[src/rtl/sweep_controller.sv]
// Triangle-sweep sequencer owning the count register and up/down mode flag.
// Optional turnaround dwell is built when SWEEP_DWELL_EN is defined.
module sweep_controller #(
  parameter int unsigned WIDTH   = 8,
  parameter int unsigned CYC_W   = 4,
  parameter int unsigned DWELL_W = 4
) (
  input  logic               clk,
  input  logic               rst,
  input  logic               start,
  input  logic               abort,
  input  logic [WIDTH-1:0]   lo,
  input  logic [WIDTH-1:0]   hi,
  input  logic [CYC_W-1:0]   n_sweeps,
  input  logic [DWELL_W-1:0] dwell,
  output logic [WIDTH-1:0]   count,
  output logic               mode,
  output logic               busy,
  output logic               done,
  output logic               err,
  output logic [CYC_W-1:0]   sweeps_done
);

`ifdef SWEEP_DWELL_EN
  typedef enum logic [1:0] {StIdle, StUp, StDown, StDwell} state_e;
`else
  typedef enum logic [1:0] {StIdle, StUp, StDown} state_e;
`endif

  state_e             state;
  logic [WIDTH-1:0]   lo_q, hi_q;
  logic [CYC_W-1:0]   n_q;
  logic [WIDTH-1:0]   cnt_inc, cnt_dec;
  logic [CYC_W-1:0]   sd_inc;
  logic               last_sweep;

`ifdef SWEEP_DWELL_EN
  logic [DWELL_W-1:0] dwell_q;
  logic [DWELL_W-1:0] dwell_cnt;
`else
  logic               unused_dwell;
  assign unused_dwell = ^dwell;
`endif

  assign cnt_inc    = count + WIDTH'(1);
  assign cnt_dec    = count - WIDTH'(1);
  assign sd_inc     = sweeps_done + CYC_W'(1);
  assign last_sweep = (n_q != '0) && (sd_inc == n_q);

  always_ff @(posedge clk or posedge rst) begin
    if (rst) begin
      state       <= StIdle;
      count       <= '0;
      mode        <= 1'b1;
      busy        <= 1'b0;
      done        <= 1'b0;
      err         <= 1'b0;
      sweeps_done <= '0;
      lo_q        <= '0;
      hi_q        <= '0;
      n_q         <= '0;
`ifdef SWEEP_DWELL_EN
      dwell_q     <= '0;
      dwell_cnt   <= '0;
`endif
    end else begin
      done <= 1'b0;
      err  <= 1'b0;
      case (state)
        StIdle: begin
          // start takes priority over abort here; abort is simply ignored in idle
          if (start) begin
            if (lo < hi) begin
              lo_q        <= lo;
              hi_q        <= hi;
              n_q         <= n_sweeps;
`ifdef SWEEP_DWELL_EN
              dwell_q     <= dwell;
`endif
              count       <= lo;
              mode        <= 1'b1;
              busy        <= 1'b1;
              sweeps_done <= '0;
              state       <= StUp;
            end else begin
              err <= 1'b1;
            end
          end
        end
        StUp: begin
          if (abort) begin
            state <= StIdle;
            busy  <= 1'b0;
            mode  <= 1'b1;
          end else begin
            count <= cnt_inc;
            if (cnt_inc == hi_q) begin
              mode  <= 1'b0;
              state <= StDown;
`ifdef SWEEP_DWELL_EN
              if (dwell_q != '0) begin
                state     <= StDwell;
                dwell_cnt <= dwell_q;
              end
`endif
            end
          end
        end
        StDown: begin
          if (abort) begin
            state <= StIdle;
            busy  <= 1'b0;
            mode  <= 1'b1;
          end else begin
            count <= cnt_dec;
            if (cnt_dec == lo_q) begin
              sweeps_done <= sd_inc;
              mode        <= 1'b1;
              if (last_sweep) begin
                state <= StIdle;
                busy  <= 1'b0;
                done  <= 1'b1;
              end else begin
                state <= StUp;
`ifdef SWEEP_DWELL_EN
                if (dwell_q != '0) begin
                  state     <= StDwell;
                  dwell_cnt <= dwell_q;
                end
`endif
              end
            end
          end
        end
`ifdef SWEEP_DWELL_EN
        StDwell: begin
          if (abort) begin
            state <= StIdle;
            busy  <= 1'b0;
            mode  <= 1'b1;
          end else begin
            dwell_cnt <= dwell_cnt - DWELL_W'(1);
            // mode already points the way out of the turnaround
            if (dwell_cnt == DWELL_W'(1)) state <= mode ? StUp : StDown;
          end
        end
`endif
        default: state <= StIdle;
      endcase
    end
  end

endmodule

[config.mk]
export PLATFORM = sky130hd
export DESIGN_NAME = sweep_controller
export DESIGN_NICKNAME = d
export VERILOG_FILES = /design/src/rtl/sweep_controller.sv
export SDC_FILE = /design/constraint.sdc
export NUM_CORES = 1
export LEC_CHECK = 0
export ABC_AREA = 1
export ABC_CLOCK_PERIOD_IN_PS = 1900
export BUFFER_PORTS_ARGS = -buffer_cell sky130_fd_sc_hd__buf_2
export CAP_MARGIN = 30
export CORE_ASPECT_RATIO = 0.8
export CORE_MARGIN = 2
export CORE_UTILIZATION = 40
export CTS_CLUSTER_DIAMETER = 120
export DETAILED_ROUTE_END_ITERATION = 10
export GPL_ROUTABILITY_DRIVEN = 0
export PLACE_DENSITY = 0.6
export SKIP_LAST_GASP = 1
export SYNTH_ARGS = -nofsm -noshare
export SYNTH_HDL_FRONTEND = slang
export SYNTH_SLANG_ARGS = --single-unit
[constraint.sdc]
create_clock -name clk -period 1.9 [get_ports clk]
set_input_delay 0.285 -clock clk [delete_from_list [all_inputs] [get_ports clk]]
set_output_delay 0.285 -clock clk [all_outputs]
set_load 0.01 [all_outputs]
==> results.md <==
* Clock Pin Slew Worst Setup and Hold Paths at 90 ps
* DIE WIDTH at 96.4 um
* Crit path top cell by count: nand2_1
* Pleak at about 1.8 nW
* Fin nets at 487
* Fraction of layout cells with a size suffix above 1 at 31.9%
* Largest net degree at the start of global routing at 39
* Register area at between 900 and 1000 um^2
* Max cap viols at 0
* Fill count at approximately 650
* Met2 GRT Util at 26.2%
* First-pass GRT wire length at about 11000 um
* Antenna-violating nets left at 0
* Most common cell after layout, fill and taps aside: nand2_1
* R2R depth at 15
* RSZ-0062 raised after global routing: true
* Syn_nets at 417
* Slowest CP cell: dfrtp_2
* Final Non-Filler Cells at between 500 and 600
* Final core area utilization at approximately 53%
* Final hold slack at a little under 100 ps
* Clock root buffer: clkbuf_8
* Fmax at 0.515 GHz
* Total Wirelength at 6850 um
* Max transition margin at 66.6%
* Cells after DPL at 516
* Setup WS post-layout at -40.0 ps
* Final slew viol count at 0
* Critical path cell sequence: inv_2, ha_4, nand2_4, nor2_4, buf_4, nand2_4, nand2_1, nand3_1, nand2_2, nor2_4, nand3_4, o21ai_4, nand2_2, nand2_1, nand2_1
* WL per Instance at 13.0 um
* Synth top area cells: dfrtp_1 (34%), nand2_1 (14%), ha_1 (6.4%), inv_1 (6.3%), nand3_1 (6.0%)
* Slew at the pin with the worst max-slew slack at 500 ps
* Post-Syn Instances at about 380
* DRC violations left at 0
* Warnings, synthesis at 0
* Total number of vias at 2553
* Max incr delay on CP at 400 ps
* Pwr Total at roughly 5.7 mW
* DR vias/cell at 4.83
* Failing checks: negative setup slack
* Worst skew pair latency at 300 ps
* CTS sink count at 38
* Fin area at 3440 um^2
* Busiest metal layer after global routing: met1
* Initial Util at 42.0%
* Total CTS buffers at 5
* Die Span Y at 77.9 um
* Final min period at 1940 ps
* Worst path arrival time at 2130 ps
* Placed Area at 3220 um^2
* Area delta synth->final at 25.9%
* GR Util met1 at about 32%
* Critical path origin: count[1]
* Critical path endpoint category: flop
* Critical path peak fanout at 4
* PortBufs at 39
* Antenna violations before repair at 0
* Final setup fails at 4
* Hold Path Class: in2async
* Total gr overflow at 0
* Fin Setup TNS at -142 ps
* Core area at approximately 6500 um^2
* Mapped Area at approximately 2700 um^2
* Pwr/cell area at 1670 nW/um^2
* Setup WS pre-CTS at -94.2 ps
* GR Util met3 at 3.40%
* Final Hold Fails at 0
* Multi-input logic area at between 1500 and 2000 um^2
* Diode count at 0
* Synth top area share at 33.9%
* Total GRT Usage at 19.7%
* Worst EP required at 2090 ps
* R2R Path Start: count[1]
* Number of distinct library cells after synthesis at 37
* Hold buffer count at cts at 0
* Seq/Total Area, Yosys at 34.9%
* Synth area leader: dfrtp_1
* TritonRoute pass-1 iters at 5
* Syn Area/Cell at 7.28 um^2
* CTS tree: built
* Row count at 26
* Die footprint at 7510 um^2
* DRT iter0 DRCs at 146
* Clock Skews at 9.92 ps
* Clk buf depth at 2
* CP Class: reg2reg
* Startpoint Class: flop
* Most frequent cells in the layout: nand2_1 (93), inv_1 (44), buf_2 (39)
* Seq cells post-synth at 38
* Vias in the first global route at 2297
* H-tree depth at 2
* I/O pins at 44
* Status: complete, but fails checks
* DP Wirelength at approximately 5300 um
* Tcrit/Tclk final at 102%
* Max VDD drop at 0.534 mV
==> per-layer routing <==
metal  share of wire, %  routed length [um]
met1                 54                3690
met2                 40                2710
met3                5.3                 366
met4                1.2                  80
met5                  0                   0
==> Yosys cell counts <==
cell type,number
a21oi_1,11
a31oi_1,3
buf_2,2
clkbuf_1,5
clkbuf_2,1
dfrtp_1,37
dfstp_2,1
ha_1,14
inv_1,46
inv_2,4
mux2_2,3
nand2_1,99
nand2_2,11
nand2_4,3
nand3_1,33
nand3_2,3
nand3_4,1
nand3b_1,2
nand3b_2,1
nand4_1,4
nor2_1,26
nor2_2,5
nor2_4,5
nor3_1,1
nor3_4,1
nor3b_1,1
o211ai_1,1
o21a_1,2
o21ai_0,30
o21ai_1,6
o21ai_2,1
o21ai_4,1
o21bai_1,1
o21bai_2,1
or2_2,1
xnor2_1,4
xor2_1,4
==> worst max-delay path: cells and delay by family, from the launching register on <==
kind / cells / cell delay, ps
compound gates: 1 / 200
fa+ha+maj: 1 / 160
buf+inv: 2 / 210
flops: 1 / 400
simple gates: 11 / 830
==> cells by family after synthesis <==
family | after synthesis | synth area share, %
simple gates | 197 | 35.1
mux | 3 | 1.24
flops | 38 | 34.9
buf+inv | 58 | 8.11
fa+ha+maj | 14 | 6.41
compound gates | 57 | 11.7
xor+xnor | 8 | 2.57
==> layout make-up <==
class / count / share of cell area [%]
repair buffers: 71 / 13.2
inverters: 50 / 5.53
well taps: 84 / 3.06
clock buffers: 5 / 2.00
flip-flops and latches: 38 / 27.8
clock inverters: 2 / 0.291
multi-input cells: 279 / 48.1
==> report_power, final <==
part | internal, mW | switching [mW] | leakage, nW
Combinational | 1.54 | 2.14 | 1.28
Clock | 0.247 | 0.304 | 0.0438
Sequential | 1.17 | 0.338 | 0.468
==> sequential cells by signal, summed over array words and instances, names as in the netlist <==
signal	cells
count	8
hi_q	8
lo_q	8
n_q	4
sweeps_done	4
state	2
busy	1
done	1
err	1
mode	1
==> timing repair <==
action | in CTS | in global routing
resized for setup | 18 | 7
endpoints found under the hold margin | 0 | 0
buffers inserted | 4 | 2
pin swaps | 9 | 8
setup endpoints to repair | 7 | 10
==> worst paths after layout <==
path	endpoint	slack, ps
worst max-delay path	sweeps_done[2]	-40
worst min-delay path	lo_q[4]	100
worst max register to register	sweeps_done[2]	-40
worst min register to register	mode	470
max in group asynchronous	count[3]	1440
min in group clk	n_q[1]	220
Power figures use the tool's default switching activity.
